<file path="config.mk">
export PLATFORM = sky130hd
export DESIGN_NAME = charge_bay_scheduler
export DESIGN_NICKNAME = d
export VERILOG_FILES = /design/src/rtl/charge_pkg.sv /design/src/rtl/charge_tick_prescaler.sv /design/src/rtl/charge_bay_scheduler.sv
export SDC_FILE = /design/constraint.sdc
export NUM_CORES = 1
export LEC_CHECK = 0
export ABC_AREA = 1
export BUFFER_PORTS_ARGS = -buffer_cell sky130_fd_sc_hd__clkbuf_2
export CORE_MARGIN = 10
export CORE_UTILIZATION = 50
export CTS_BUF_LIST = sky130_fd_sc_hd__clkbuf_2
export CTS_CLUSTER_DIAMETER = 60
export DETAILED_ROUTE_END_ITERATION = 12
export PLACE_DENSITY = 0.65
export SLEW_MARGIN = 0
export SYNTH_ARGS = -nofsm -noshare
export SYNTH_HDL_FRONTEND = slang
export SYNTH_SLANG_ARGS = --single-unit
</file>
<file path="constraint.sdc">
create_clock -name CLK -period 4.5 [get_ports CLK]
set_input_delay 0.45 -clock CLK [delete_from_list [all_inputs] [get_ports CLK]]
set_output_delay 0.45 -clock CLK [all_outputs]
set_load 0.005 [all_outputs]
</file>
<file path="src/rtl/charge_pkg.sv">
// Shared types and helpers for the charge bay scheduler.
package charge_pkg;

    localparam int unsigned DEF_NUM_BAYS = 4;
    localparam int unsigned DEF_TIME_W   = 8;
    localparam int unsigned DEF_BAY_W    = $clog2(DEF_NUM_BAYS);

    typedef enum logic [1:0] {
        IDLE   = 2'd0,
        SWITCH = 2'd1,
        GRANT  = 2'd2
    } state_t;

    // Add two credits and clamp at max_val.
    function automatic logic [31:0] sat_add(input logic [31:0] a,
                                            input logic [31:0] b,
                                            input logic [31:0] max_val);
        logic [32:0] sum;
        sum = {1'b0, a} + {1'b0, b};
        return (sum > {1'b0, max_val}) ? max_val : sum[31:0];
    endfunction

endpackage

</file>
<file path="src/rtl/charge_tick_prescaler.sv">
// Divides CLK down to one tick every TICK_DIV cycles while enabled; clr restarts the count.
module charge_tick_prescaler #(
    parameter int unsigned TICK_DIV = 50
) (
    input  logic CLK,
    input  logic RST_n,
    input  logic clr,
    input  logic en,
    output logic tick
);

    localparam int unsigned CNT_W = $clog2(TICK_DIV);
    localparam logic [CNT_W-1:0] LAST = CNT_W'(TICK_DIV - 1);

    logic [CNT_W-1:0] cnt;

    always_ff @(posedge CLK or negedge RST_n) begin
        if (!RST_n) begin
            cnt <= '0;
        end else if (clr) begin
            cnt <= '0;
        end else if (en) begin
            cnt <= (cnt == LAST) ? '0 : cnt + CNT_W'(1);
        end
    end

    assign tick = en && !clr && (cnt == LAST);

endmodule

</file>
<file path="src/rtl/charge_bay_scheduler.sv">
// Round-robin, break-before-make time slicing of one charging supply across NUM_BAYS bays.
// Optional served-session counter enabled by defining CHARGE_SCHED_STATS_EN.
module charge_bay_scheduler
    import charge_pkg::*;
#(
    parameter  int unsigned NUM_BAYS = DEF_NUM_BAYS,
    parameter  int unsigned TIME_W   = DEF_TIME_W,
    parameter  int unsigned TICK_DIV = 50,
    parameter  int unsigned SLICE    = 4,
    localparam int unsigned BAY_W    = $clog2(NUM_BAYS)
) (
    input  logic                CLK,
    input  logic                RST_n,
    input  logic                load_valid,
    input  logic [BAY_W-1:0]    load_bay,
    input  logic [TIME_W-1:0]   load_time,
    output logic                load_ready,
    input  logic                cancel,
    input  logic [BAY_W-1:0]    cancel_bay,
    output logic [NUM_BAYS-1:0] power_en,
    output logic [BAY_W-1:0]    active_bay,
    output logic [TIME_W-1:0]   restime,
    output logic [NUM_BAYS-1:0] bay_busy,
    output logic                done_pulse,
    output logic [BAY_W-1:0]    done_bay
`ifdef CHARGE_SCHED_STATS_EN
    ,
    output logic [15:0]         served_cnt
`endif
);

    localparam int unsigned SLICE_W = $clog2(SLICE + 1);
    localparam logic [TIME_W-1:0] TIME_MAX = '1;

    state_t                state, state_nxt;
    logic [TIME_W-1:0]     remain     [NUM_BAYS];
    logic [TIME_W-1:0]     remain_nxt [NUM_BAYS];
    logic [NUM_BAYS-1:0]   busy_nxt;
    logic [NUM_BAYS-1:0]   others_busy;
    logic [TIME_W-1:0]     nv;
    logic [BAY_W-1:0]      rr, rr_nxt;
    logic [BAY_W-1:0]      active_nxt;
    logic [BAY_W-1:0]      done_bay_nxt;
    logic                  done_nxt;
    logic [SLICE_W-1:0]    slice_cnt, slice_nxt, slice_inc;
    logic                  tick;
    logic                  in_grant;

    // First busy bay after rr, wrapping; rr itself is considered last.
    function automatic logic [BAY_W-1:0] next_busy(input logic [NUM_BAYS-1:0] busy,
                                                   input logic [BAY_W-1:0]    from);
        logic [BAY_W-1:0] pick;
        int unsigned      idx;
        pick = from;
        for (int i = int'(NUM_BAYS); i >= 1; i--) begin
            idx = (int'(from) + i) % NUM_BAYS;
            if (busy[BAY_W'(idx)]) pick = BAY_W'(idx);
        end
        return pick;
    endfunction

    assign in_grant = (state == GRANT);

    charge_tick_prescaler #(.TICK_DIV(TICK_DIV)) u_prescaler (
        .CLK   (CLK),
        .RST_n (RST_n),
        .clr   (!in_grant),
        .en    (in_grant),
        .tick  (tick)
    );

    // Credit update: countdown, then saturating load, then cancel overrides everything.
    always_comb begin
        busy_nxt = '0;
        nv       = '0;
        for (int i = 0; i < int'(NUM_BAYS); i++) begin
            nv = remain[i];
            if (in_grant && tick && (active_bay == BAY_W'(i)) && (remain[i] != '0))
                nv = remain[i] - TIME_W'(1);
            if (load_valid && load_ready && (load_bay == BAY_W'(i)))
                nv = TIME_W'(sat_add(32'(nv), 32'(load_time), 32'(TIME_MAX)));
            if (cancel && (cancel_bay == BAY_W'(i)))
                nv = '0;
            remain_nxt[i] = nv;
            busy_nxt[i]   = (nv != '0);
        end
    end

    always_ff @(posedge CLK or negedge RST_n) begin
        if (!RST_n) state <= IDLE;
        else        state <= state_nxt;
    end

    always_comb begin
        state_nxt    = state;
        rr_nxt       = rr;
        active_nxt   = active_bay;
        slice_nxt    = slice_cnt;
        done_nxt     = 1'b0;
        done_bay_nxt = done_bay;
        slice_inc    = slice_cnt + SLICE_W'(1);
        others_busy  = busy_nxt & ~(NUM_BAYS'(1) << active_bay);
        case (state)
            IDLE: begin
                if (|bay_busy) state_nxt = SWITCH;
            end
            SWITCH: begin
                if (|busy_nxt) begin
                    active_nxt = next_busy(busy_nxt, rr);
                    slice_nxt  = '0;
                    state_nxt  = GRANT;
                end else begin
                    state_nxt = IDLE;
                end
            end
            GRANT: begin
                if (cancel && (cancel_bay == active_bay)) begin
                    rr_nxt    = active_bay;
                    state_nxt = (|busy_nxt) ? SWITCH : IDLE;
                end else if (tick) begin
                    if (remain_nxt[active_bay] == '0) begin
                        done_nxt     = 1'b1;
                        done_bay_nxt = active_bay;
                        rr_nxt       = active_bay;
                        state_nxt    = (|busy_nxt) ? SWITCH : IDLE;
                    end else if (slice_inc == SLICE_W'(SLICE)) begin
                        slice_nxt = '0;
                        if (|others_busy) begin
                            rr_nxt    = active_bay;
                            state_nxt = SWITCH;
                        end
                    end else begin
                        slice_nxt = slice_inc;
                    end
                end
            end
            default: state_nxt = IDLE;
        endcase
    end

    // Registered outputs follow the next state so power_en lines up with GRANT.
    always_ff @(posedge CLK or negedge RST_n) begin
        if (!RST_n) begin
            for (int i = 0; i < int'(NUM_BAYS); i++) remain[i] <= '0;
            rr         <= BAY_W'(NUM_BAYS - 1);
            slice_cnt  <= '0;
            active_bay <= '0;
            power_en   <= '0;
            restime    <= '0;
            bay_busy   <= '0;
            done_pulse <= 1'b0;
            done_bay   <= '0;
            load_ready <= 1'b1;
        end else begin
            for (int i = 0; i < int'(NUM_BAYS); i++) remain[i] <= remain_nxt[i];
            rr         <= rr_nxt;
            slice_cnt  <= slice_nxt;
            active_bay <= active_nxt;
            power_en   <= (state_nxt == GRANT) ? (NUM_BAYS'(1) << active_nxt) : '0;
            restime    <= (state_nxt == GRANT) ? remain_nxt[active_nxt] : '0;
            bay_busy   <= busy_nxt;
            done_pulse <= done_nxt;
            done_bay   <= done_bay_nxt;
            load_ready <= (state_nxt != SWITCH);
        end
    end

`ifdef CHARGE_SCHED_STATS_EN
    always_ff @(posedge CLK or negedge RST_n) begin
        if (!RST_n)                               served_cnt <= '0;
        else if (done_nxt && served_cnt != '1)    served_cnt <= served_cnt + 16'd1;
    end
`endif

endmodule

</file>
==> impl_metrics.csv <==
group,metric,value,unit
timing,fin_setup_tns,0,ns
timing,rsz0062_at_grt,"yes",
placement,hpwlAfterDp,15.8,mm
die,die_w,137,µm
critical_path,arrival,4.78,ns
cells_and_area,layout.nets,1290,
die,start_util,51.1,%
synth,synthFlopType,"dfrtp_1",
power_and_ir_drop,p_per_area,606,nW/µm²
critical_path,crit_top_cell,"nand2_1",
grt,overflow,0,
timing,skew,0.0328,ns
critical_path,crit_path_start_kind,"register",
placement,place_inst,1350,
run_status,outcome,"finished clean",
cells_and_area,finalNonFillerCells,1398,
clocking,insertion_delay,0.55,ns
critical_path,slowest_delay,0.45,ns
routing,vias,7020,
cells_and_area,final_area,8490,µm²
die,rows,42,
critical_path,path_max_fanout,8,
power_and_ir_drop,peakVddDrop,0.338,mV
grt,grt_pass1_wl,30.8,mm
clocking,clk_pin_slew,0.21,ns
die,core_area,13300,µm²
cells_and_area,num_antenna_cells,0,
placement,gp_congestion,0.913,
die,io_pins,38,
routing,wl_per_cell,14.5,µm
synth,synth_cell_types,38,
grt,track_usage,20.7,%
routing,drc,0,
worst_hold_path,hp-class,"in -> async",
critical_path,slowest_stage,"dfrtp_1",
synth,synth_edf_count,0,
routing,drt_wl_total,20.3,mm
synth,synthArstFlopShare,100,%
flow_run,maxCapViolCount,0,
synth,synthesis.instances,1112,
timing,finalHoldViolations,0,
timing,maxSlewHeadroom,58.5,%
routing,viasPerCell,5.02,
critical_path,critical_path.top_delay_family,"simple AND/OR/NAND/NOR gates",
clocking,cts_max_path_buffers,2,
critical_path,cp.required,4.98,ns
die,die-area,18600,µm²
clocking,cts_tree,"built",
synth,syn_avg_cell_area,6.10,µm²
die,dieHeight,137,µm
timing,max_slew.worst_pin.slew,0.618,ns
routing,drtPass1Iterations,5,
synth,syn_area,6790,µm²
critical_path,worstSetupPathType,"reg -> reg",
placement,numPortBuffers,37,
critical_path,cp-end-kind,"register",
timing,setup_viol,0,
routing,ant_nets,0,
grt,antenna_found_initial,0,
synth,synth_seq_cells,67,
clocking,cts.sinks,67,
placement,placed_area,7380,µm²
clocking,htree_num_levels,3,
timing,fin_crit_sh,95.6,%
cells_and_area,drive_gt1_share,25.0,%
timing,fmax,0.232,GHz
power_and_ir_drop,p_total,5.15,mW
synth,ys.warnings.count,0,
grt,grt_max_degree,43,
cells_and_area,syn2layout_area_growth,25.1,%
synth,synth-seq-area-share,24.8,%
clocking,root_buffer,"clkbuf_2",
timing,final_max_slew_viol_count,0,
grt,grt_pass1_vias,6319,
routing,drtIter0Drc,429,
synth,synthesis.nets,1185,
power_and_ir_drop,leakage,4.75,nW
critical_path,crit_buf_inv,6,
clocking,cts_buffers,9,
timing,period_needed,4.30,ns
[synth_stat cells, types with 2 or more instances]
library cell    n  share of area, %
nand2_1       422                23
nor2_2         12               1.1
nor2_1         87               4.8
dfstp_2         3               1.2
xor2_1         16               2.1
nand4_1        16               1.5
nand3_2         3              0.44
xnor2_1        10               1.3
ha_1           53               9.8
dfrtp_1        64                24
nand3_1        88               6.5
buf_2           3              0.22
fa_1            4               1.2
a21oi_1        28               2.1
buf_6           3              0.50
nand3b_1        3              0.33
inv_1         214                12
a22o_1          2              0.26
o21bai_1        3              0.33
o21ai_0        17               1.3
nor3_1          8              0.59
inv_2           8              0.44
o21ai_1         7              0.52
nor2_4          8               1.3
nor3b_1         2              0.22
nand2_2         8              0.74
a31oi_1         2              0.18
buf_4           3              0.33
a21oi_2         6              0.77
[cell families after synthesis]
logic type / synth area share (%)
AND/OR/NAND/NOR: 41.9
buffers and inverters: 13.4
AO/OA/AOI/OAI: 5.70
flip-flops: 24.8
adder cells (fa/ha/maj): 10.9
XOR/XNOR: 3.35
[metal layers]
layer  global-route usage [%]  up-vias  part of all wire (%)
li1                         -     3612                     -
met1                     26.4     3212                    44
met2                     35.9      157                    49
met3                     3.19       39                   4.7
met4                     4.26        0                   2.2
met5                        0        -                     0
[registers in the layout, indices dropped and copies added (netlist names), 3 cells and up]
signal,count
restime,8
remain,32
slice_cnt,3
power_en,4
u_prescaler.cnt,6
bay_busy,4
[through the flow]
stage | hold slack, ns | util (%) | worst slack [ns]
6_report | 0.411 | 63.9 | 0.198
5_1_grt | 0.421 | 63.9 | -0.0938
4_1_cts | 0.418 | 56.2 | 0.0303
3_5_place_dp | 0.491 | 55.5 | -0.0407
3_3_place_gp | 0.481 | 55.5 | -0.0247
2_1_floorplan | 0.154 | - | 0.398
[final timing paths]
path                       cells past startpoint  slack, ns    startpoint       endpoint
max                                           35       0.20     remain[0]     restime[4]
min                                            2       0.41         RST_n     remain[17]
max reg2reg                                   35       0.20     remain[0]     restime[4]
min reg2reg                                    2       0.52  slice_cnt[1]   slice_cnt[1]
max in group asynchronous                      3       3.07         RST_n  active_bay[1]
min in group CLK                               2       0.52  slice_cnt[1]   slice_cnt[1]
[cell type report]
class                   instances  area, µm²
clock buffers                  12       60.1
multi-input cells             816       4920
flip-flops and latches         67       1680
fillers                      1285       4800
inverters                     223        842
clock inverters                 4       17.5
repair buffers                100        746
well taps                     176        220
[placed cells by master, fill, tap and decap left out, types with 17 or more instances in the layout]
| cell type | n |
|---|---|
| a21oi_1 | 25 |
| buf_4 | 51 |
| clkbuf_2 | 48 |
| dfrtp_1 | 62 |
| ha_1 | 31 |
| ha_4 | 18 |
| inv_1 | 199 |
| inv_2 | 23 |
| nand2_1 | 369 |
| nand2_2 | 54 |
| nand3_1 | 72 |
| nand3_2 | 17 |
| nor2_1 | 73 |
| nor2_4 | 20 |
[what timing repair did]
| item | 4_1_cts | 5_1_grt |
|---|---|---|
| endpoints found under the setup margin | 8 | 24 |
| setup buffers | 0 | 27 |
| gates cloned | 0 | 4 |
| hold buffers | 1 | 0 |
| pin swaps | 0 | 48 |
| gates resized for setup | 2 | 177 |
| endpoints found under the hold margin | 24 | 0 |
[power by group]
| part | switching, mW | internal (mW) |
|---|---|---|
| combinational | 2.36 | 1.48 |
| clock | 0.219 | 0.0744 |
| sequential | 0.208 | 0.815 |
| total | 2.78 | 2.36 |
Note: power is estimated with default switching activity, not from simulation.
